===== src/rtl/core_ctrl_pkg.sv =====
// Shared types and constants for the accumulator core control path.
package core_ctrl_pkg;

    localparam int PC_W = 5;

    typedef enum logic [1:0] {
        IDLE,
        FETCH,
        EXEC,
        LOAD
    } seq_state_t;

endpackage


===== src/rtl/core_sequencer_if.sv =====
// Decoder / program-memory bus between the sequencer and the datapath.
interface core_sequencer_if
    import core_ctrl_pkg::*;
#(
    parameter int ADDR_W = PC_W
);

    logic [ADDR_W-1:0] PC_Addr;
    logic              IR_Load;
    logic              ID_RegCE;
    logic              ID_CarryCE;
    logic              ID_AccuCE;
    logic              ID_MemCE;
    logic              JumpEn;
    logic [ADDR_W-1:0] JumpAddr;
    logic              HaltIns;
    logic              RegCE;
    logic              CarryCE;
    logic              AccuCE;
    logic              MemCE;

    // Sequencer side
    modport master (
        output PC_Addr, IR_Load, RegCE, CarryCE, AccuCE, MemCE,
        input  ID_RegCE, ID_CarryCE, ID_AccuCE, ID_MemCE, JumpEn, JumpAddr, HaltIns
    );

    // Decoder / datapath side
    modport slave (
        input  PC_Addr, IR_Load, RegCE, CarryCE, AccuCE, MemCE,
        output ID_RegCE, ID_CarryCE, ID_AccuCE, ID_MemCE, JumpEn, JumpAddr, HaltIns
    );

endinterface


===== src/rtl/seq_pc_reg.sv =====
// Program counter: sync clear > load > increment > hold. Increment wraps.
module seq_pc_reg
    import core_ctrl_pkg::*;
#(
    parameter int          ADDR_W   = PC_W,
    parameter int unsigned RESET_PC = 0
) (
    input  logic              clk,
    input  logic              clr,
    input  logic              load,
    input  logic              inc,
    input  logic [ADDR_W-1:0] load_val,
    output logic [ADDR_W-1:0] pc
);

    // PC update with priority clear, load, increment
    always_ff @(posedge clk) begin
        if (clr) begin
            pc <= ADDR_W'(RESET_PC);
        end else if (load) begin
            pc <= load_val;
        end else if (inc) begin
            pc <= pc + ADDR_W'(1);
        end
    end

endmodule


===== src/rtl/core_sequencer.sv =====
// Two-phase FETCH/EXEC controller: owns the PC, gates decoder enables into
// EXEC, handles jump/halt/single-step and hands program memory to the loader
// only at instruction boundaries.
module core_sequencer
    import core_ctrl_pkg::*;
#(
    parameter int          ADDR_W   = PC_W,
    parameter int unsigned RESET_PC = 0
) (
    input  logic              clk,
    input  logic              Reset,
    input  logic              Run,
    input  logic              StepReq,
    output logic              StepAck,
    input  logic              LdReq,
    output logic              LdGnt,
    output logic              Halted,
    core_sequencer_if.master  bus
);

    seq_state_t        state;
    logic              step_flag;
    logic [ADDR_W-1:0] pc;
    logic              pc_clr;
    logic              pc_load;
    logic              pc_inc;
    logic              exec_live;

    // A halting instruction keeps the PC and fires no enables.
    assign exec_live = (state == EXEC) && !bus.HaltIns;

    assign pc_clr  = Reset || ((state == LOAD) && !LdReq);
    assign pc_load = exec_live && bus.JumpEn;
    assign pc_inc  = exec_live && !bus.JumpEn;

    seq_pc_reg #(
        .ADDR_W   (ADDR_W),
        .RESET_PC (RESET_PC)
    ) u_pc (
        .clk      (clk),
        .clr      (pc_clr),
        .load     (pc_load),
        .inc      (pc_inc),
        .load_val (bus.JumpAddr),
        .pc       (pc)
    );

    // Sequencer FSM with step flag and sticky halt
    always_ff @(posedge clk) begin
        if (Reset) begin
            state     <= IDLE;
            step_flag <= 1'b0;
            Halted    <= 1'b0;
        end else begin
            case (state)
                IDLE: begin
                    if (LdReq) begin
                        state <= LOAD;
                    end else if (StepReq) begin
                        state     <= FETCH;
                        step_flag <= 1'b1;
                        Halted    <= 1'b0;
                    end else if (Run && !Halted) begin
                        state <= FETCH;
                    end
                end
                FETCH: begin
                    state <= EXEC;
                end
                EXEC: begin
                    step_flag <= 1'b0;
                    if (bus.HaltIns) begin
                        Halted <= 1'b1;
                    end
                    if (LdReq) begin
                        state <= LOAD;
                    end else if (bus.HaltIns || step_flag || !Run) begin
                        state <= IDLE;
                    end else begin
                        state <= FETCH;
                    end
                end
                LOAD: begin
                    if (!LdReq) begin
                        state  <= IDLE;
                        Halted <= 1'b0;
                    end
                end
                default: begin
                    state <= IDLE;
                end
            endcase
        end
    end

    assign bus.PC_Addr = pc;
    assign bus.IR_Load = (state == FETCH);
    assign LdGnt       = (state == LOAD);
    assign StepAck     = (state == EXEC) && step_flag;

    assign bus.RegCE   = exec_live && bus.ID_RegCE;
    assign bus.CarryCE = exec_live && bus.ID_CarryCE;
    assign bus.AccuCE  = exec_live && bus.ID_AccuCE;
    assign bus.MemCE   = exec_live && bus.ID_MemCE;

endmodule


===== src/flat_wrapper.sv =====
// flat-port wrapper written by rule: the top's interface ports become plain ports
module core_sequencer_flat import core_ctrl_pkg::*;
#(
    parameter int          ADDR_W   = PC_W,
    parameter int unsigned RESET_PC = 0
)
  (clk, Reset, Run, StepReq, StepAck, LdReq, LdGnt, Halted, bus_PC_Addr, bus_IR_Load, bus_RegCE, bus_CarryCE, bus_AccuCE, bus_MemCE, bus_ID_RegCE, bus_ID_CarryCE, bus_ID_AccuCE, bus_ID_MemCE, bus_JumpEn, bus_JumpAddr, bus_HaltIns);
  core_sequencer_if #(.ADDR_W(ADDR_W)) bus_i ();
  input  logic clk;
  input  logic Reset;
  input  logic Run;
  input  logic StepReq;
  output logic StepAck;
  input  logic LdReq;
  output logic LdGnt;
  output logic Halted;
  output wire logic [$bits(bus_i.PC_Addr)-1:0] bus_PC_Addr;
  output wire logic [$bits(bus_i.IR_Load)-1:0] bus_IR_Load;
  output wire logic [$bits(bus_i.RegCE)-1:0] bus_RegCE;
  output wire logic [$bits(bus_i.CarryCE)-1:0] bus_CarryCE;
  output wire logic [$bits(bus_i.AccuCE)-1:0] bus_AccuCE;
  output wire logic [$bits(bus_i.MemCE)-1:0] bus_MemCE;
  input wire logic [$bits(bus_i.ID_RegCE)-1:0] bus_ID_RegCE;
  input wire logic [$bits(bus_i.ID_CarryCE)-1:0] bus_ID_CarryCE;
  input wire logic [$bits(bus_i.ID_AccuCE)-1:0] bus_ID_AccuCE;
  input wire logic [$bits(bus_i.ID_MemCE)-1:0] bus_ID_MemCE;
  input wire logic [$bits(bus_i.JumpEn)-1:0] bus_JumpEn;
  input wire logic [$bits(bus_i.JumpAddr)-1:0] bus_JumpAddr;
  input wire logic [$bits(bus_i.HaltIns)-1:0] bus_HaltIns;
  assign bus_PC_Addr = bus_i.PC_Addr;
  assign bus_IR_Load = bus_i.IR_Load;
  assign bus_RegCE = bus_i.RegCE;
  assign bus_CarryCE = bus_i.CarryCE;
  assign bus_AccuCE = bus_i.AccuCE;
  assign bus_MemCE = bus_i.MemCE;
  assign bus_i.ID_RegCE = bus_ID_RegCE;
  assign bus_i.ID_CarryCE = bus_ID_CarryCE;
  assign bus_i.ID_AccuCE = bus_ID_AccuCE;
  assign bus_i.ID_MemCE = bus_ID_MemCE;
  assign bus_i.JumpEn = bus_JumpEn;
  assign bus_i.JumpAddr = bus_JumpAddr;
  assign bus_i.HaltIns = bus_HaltIns;
  core_sequencer #(.ADDR_W(ADDR_W), .RESET_PC(RESET_PC)) u_core (.clk(clk), .Reset(Reset), .Run(Run), .StepReq(StepReq), .StepAck(StepAck), .LdReq(LdReq), .LdGnt(LdGnt), .Halted(Halted), .bus(bus_i));
endmodule

===== config.mk =====
export PLATFORM = sky130hd
export DESIGN_NAME = core_sequencer_flat
export DESIGN_NICKNAME = d
export VERILOG_FILES = /design/src/rtl/core_ctrl_pkg.sv /design/src/rtl/core_sequencer_if.sv /design/src/rtl/seq_pc_reg.sv /design/src/rtl/core_sequencer.sv /design/src/flat_wrapper.sv
export SDC_FILE = /design/constraint.sdc
export NUM_CORES = 1
export LEC_CHECK = 0
export ABC_AREA = 1
export BUFFER_PORTS_ARGS = -buffer_cell sky130_fd_sc_hd__buf_4
export CORE_MARGIN = 2
export CORE_UTILIZATION = 43
export DETAILED_ROUTE_END_ITERATION = 8
export MAX_ROUTING_LAYER = met4
export PLACE_DENSITY = 0.76
export SLEW_MARGIN = 20
export SYNTH_ARGS = -nofsm -noshare
export SYNTH_HDL_FRONTEND = slang
export SYNTH_SLANG_ARGS = --single-unit

===== constraint.sdc =====
create_clock -name clk -period 1.5 [get_ports clk]
set_clock_uncertainty 0.15 [all_clocks]
set_input_delay 0 -clock clk [delete_from_list [all_inputs] [get_ports clk]]
set_output_delay 0 -clock clk [all_outputs]
set_load 0.02 [all_outputs]

==> parameters.txt <==
Parameter                              Value

Floorplan
  Number of placement rows ... 13
  Horizontal die dimension ... about 40 um
  Boundary pin count ... 29
  Std-Cell Core Area ... roughly 1300 sq um
  Die boundary height ... approximately 40 um
  Starting utilization of the core area ... ~45%
  Total Die Area ... around 1600 sq um

GRT
  Largest net degree at the start of global routing ... 11
  First-pass GRT wire length ... 2130 um
  Overall overflow remaining after global route ... 0
  Total track usage ... roughly a fifth
  Antenna violations before repair ... 0
  Number of global-route vias before repair ... approximately 550

CTS
  Post-cts resize count ... 0
  Clock tree root driver cell ... clkbuf_4
  CTS sink count ... 9
  Clock latency at the later pin of the worst-skew pair ... 0.26 ns
  H-Tree Level Count ... 1
  Total clock buffers created by CTS ... 3
  Buffers inserted during post-CTS setup optimization ... 0
  Longest Clk Path Bufs ... 2
  TritonCTS clock tree ... done
  CTS clk-pin slew, worst paths ... ~0.060 ns

Layout
  Fillers ... roughly 110
  FF/Latch Area ... 180 sq um
  Post-Route Utilization ... 72.2%
  Number of nets in the final layout ... between 100 and 150
  # diodes ... 0
  Area growth from synthesis to final layout ... 61.9%
  Multi-input gate area ... 320 sq um
  Fraction of final layout cells with drive strength greater than 1 ... a little under a third

Run status
  Status ... finished with violations
  Failing checks ... hold timing

STA
  Worst path setup slack after routing ... approximately 0.11 ns
  Headroom to the max-slew limit ... 83.6%
  Crit share post-route ... 92.5%
  Slew of the pin with the lowest slew margin ... between 0.2 and 0.25 ns
  Setup repair after global routing missed its margin ... no
  Number of setup violations in the final report ... 0
  Accumulated negative setup slack ... 0 ns
  Max-slew violation count ... 0
  Upper clock frequency limit ... around 0.7 GHz
  Final hold vios ... 1
  Final hold slack ... -0.00589 ns
  Post-layout minimum cycle time ... 1.39 ns

Worst setup path
  Signal arrival time at the worst endpoint ... 1.24 ns
  Required time of the critical path ... about 1.4 ns
  Startpoint-to-endpoint class of the critical path ... reg -> out
  Critical Path Fanout Max ... 10
  Register-to-Register Setup Slack ... between 0.2 and 0.25 ns
  Worst setup SP type ... flop
  Setup crit end kind ... output port

Logic synthesis
  Yosys warning count ... 0
  Multiplexer fraction of the synthesized cell area ... ~1.8%
  Number of synthesized flops with an enable pin ... 0
  Share of Yosys cell area claimed by the top area cell type ... 31.9%
  Share of the synthesized netlist area taken by xor and xnor gates ... 0%
  Synth top cells by count ... nor2_1, inv_1, nand2_1
  Number of flip-flops and latches in the synthesized netlist ... 9
  Synthesized area ... about 570 sq um
  Synthesized area divided by synthesized cell count ... roughly 6.4 sq um
  Post-synthesis sequential area ratio ... 31.9%
  Dominant cell type by area after synthesis ... dfxtp_1
  Most used flip-flop cell after synthesis ... dfxtp_1
  Dominant combinational cell family by area after synthesis ... simple AND/OR/NAND/NOR gates
  Share of synthesized flip-flops with an asynchronous set or reset ... 0%
  Fraction of the mapped netlist area in compound gates ... roughly 14%
  Synth area leaders ... dfxtp_1, nor2_1, inv_1
  Post-Synth Simple-Gate Area ... 38.9%
  Post-Synthesis Net Count ... about 110
  Adder-cell share of the synthesized area ... around 2.2%
  Count of different cell masters after synthesis ... 20
  Gate Count Post-Synth ... 88
  Most common cell in the synthesized netlist ... nor2_1

Route
  Detailed-route DRC error count ... 0
  Post-DR wirelength/cell ... between 9 and 10 um
  Detailed Routing Iterations Pass 1 ... 4
  Total number of vias ... approximately 680
  Routed wire length ... 1420 um
  Number of DRC markers after the initial detailed-route iteration ... 10
  Post-detailed-route count of antenna-violating nets ... 0
  Post-detailed-route via-to-cell ratio ... around 4.7

Pwr
  Pwr per Cell Area ... around 700 nW/um^2
  Reported leakage power ... 0.456 nW
  Max VDD drop ... 0.609 mV
  Total power ... about 640 uW

Placement
  DP Wirelength ... 1070 um
  Final weighted congestion in routability-driven placement ... around 0.8
  Dpl ws ... roughly 0.23 ns
  Input/output buffers ... 28

Flow run
  Max-cap violations ... 0

Hold path
  Worst min-delay path category ... in -> reg
-- power breakdown --
part / internal (mW) / switching, mW
Clock: 0.102 / 0.0797
Combinational: 0.0923 / 0.0935
Sequential: 0.254 / 0.0171
Total: 0.448 / 0.190
-- cell usage in the layout, fill, tap and decap left out --
| cell type | count |
|---|---|
| a21oi_1 | 8 |
| a21oi_2 | 1 |
| a31oi_1 | 1 |
| buf_4 | 28 |
| clkbuf_1 | 1 |
| clkbuf_4 | 3 |
| dfxtp_1 | 9 |
| dlygate4sd3_1 | 10 |
| ha_1 | 1 |
| inv_1 | 14 |
| inv_2 | 2 |
| mux2i_1 | 1 |
| nand2_1 | 14 |
| nand2_4 | 1 |
| nand3_1 | 6 |
| nand3b_1 | 1 |
| nand4_1 | 2 |
| nor2_1 | 16 |
| nor2_2 | 3 |
| nor2_4 | 2 |
| nor3_1 | 1 |
| o21a_1 | 1 |
| o21ai_0 | 3 |
-- logic make-up (layout without fill, tap and decap cells) --
kind of cell               Yosys count  in the layout
and+or+nand+nor                     46             46
buffers and inverters               17             58
AOI/OAI and AO/OA                   14             14
DFF                                  9              9
adders and majority gates            1              1
muxes                                1              1
-- area by class of cell --
type,instances,area share [%]
multi-input combinational,62,35.0
timing repair buffer,38,33.9
sequential,9,19.7
inverter,16,6.56
clock buffer,4,2.87
tap,15,2.05
-- flip-flops by register name, indices dropped and copies added (netlist names) --
name and flops:
u_core.step_flag 1, u_core.u_pc.pc 5, u_core.Halted 1, u_core.state 2
-- metal layers --
| metal | share of wire, % | wire length [um] | vias up | GRT usage [%] |
|---|---|---|---|---|
| li1 | - | - | 357 | - |
| met1 | 44 | 620 | 302 | 21.2 |
| met2 | 49 | 703 | 19 | 37.5 |
| met3 | 4.6 | 66 | 5 | 3.33 |
| met4 | 2.1 | 30 | 0 | 12.5 |
| met5 | 0 | 0 | - | - |
-- stage by stage --
step / hold slack (ns) / area (sq um) / std cells
after floorplan: -0.0876 / 566 / 88
after detailed placement: 0.0567 / 790 / 130
final: -0.00589 / 916 / 144
after CTS: 0.00423 / 916 / 144
after global routing: 0.0498 / 916 / 144
after global placement: 0.0532 / 790 / 130
-- path summary, 6_finish.rpt --
check               startpoint           endpoint  depth (start not counted)
min            bus_JumpAddr[3]  u_core.u_pc.pc[3]                          5
min reg2reg      u_core.Halted      u_core.Halted                          2
max            u_core.state[1]        bus_CarryCE                          5
max reg2reg  u_core.u_pc.pc[0]  u_core.u_pc.pc[4]                          6
-- worst max-delay path: stages, from the launching register on --
cell and delay [ns]:
dfxtp_1 0.40, inv_2 0.09, nor2_4 0.13, nand2_4 0.11, nor2_1 0.10, buf_4 0.15
-- what timing repair did --
action                     CTS  global route
hold buffers                10             0
setup endpoints to repair    0             0
hold endpoints to repair     9             0
(Power assumes the default switching activity.)
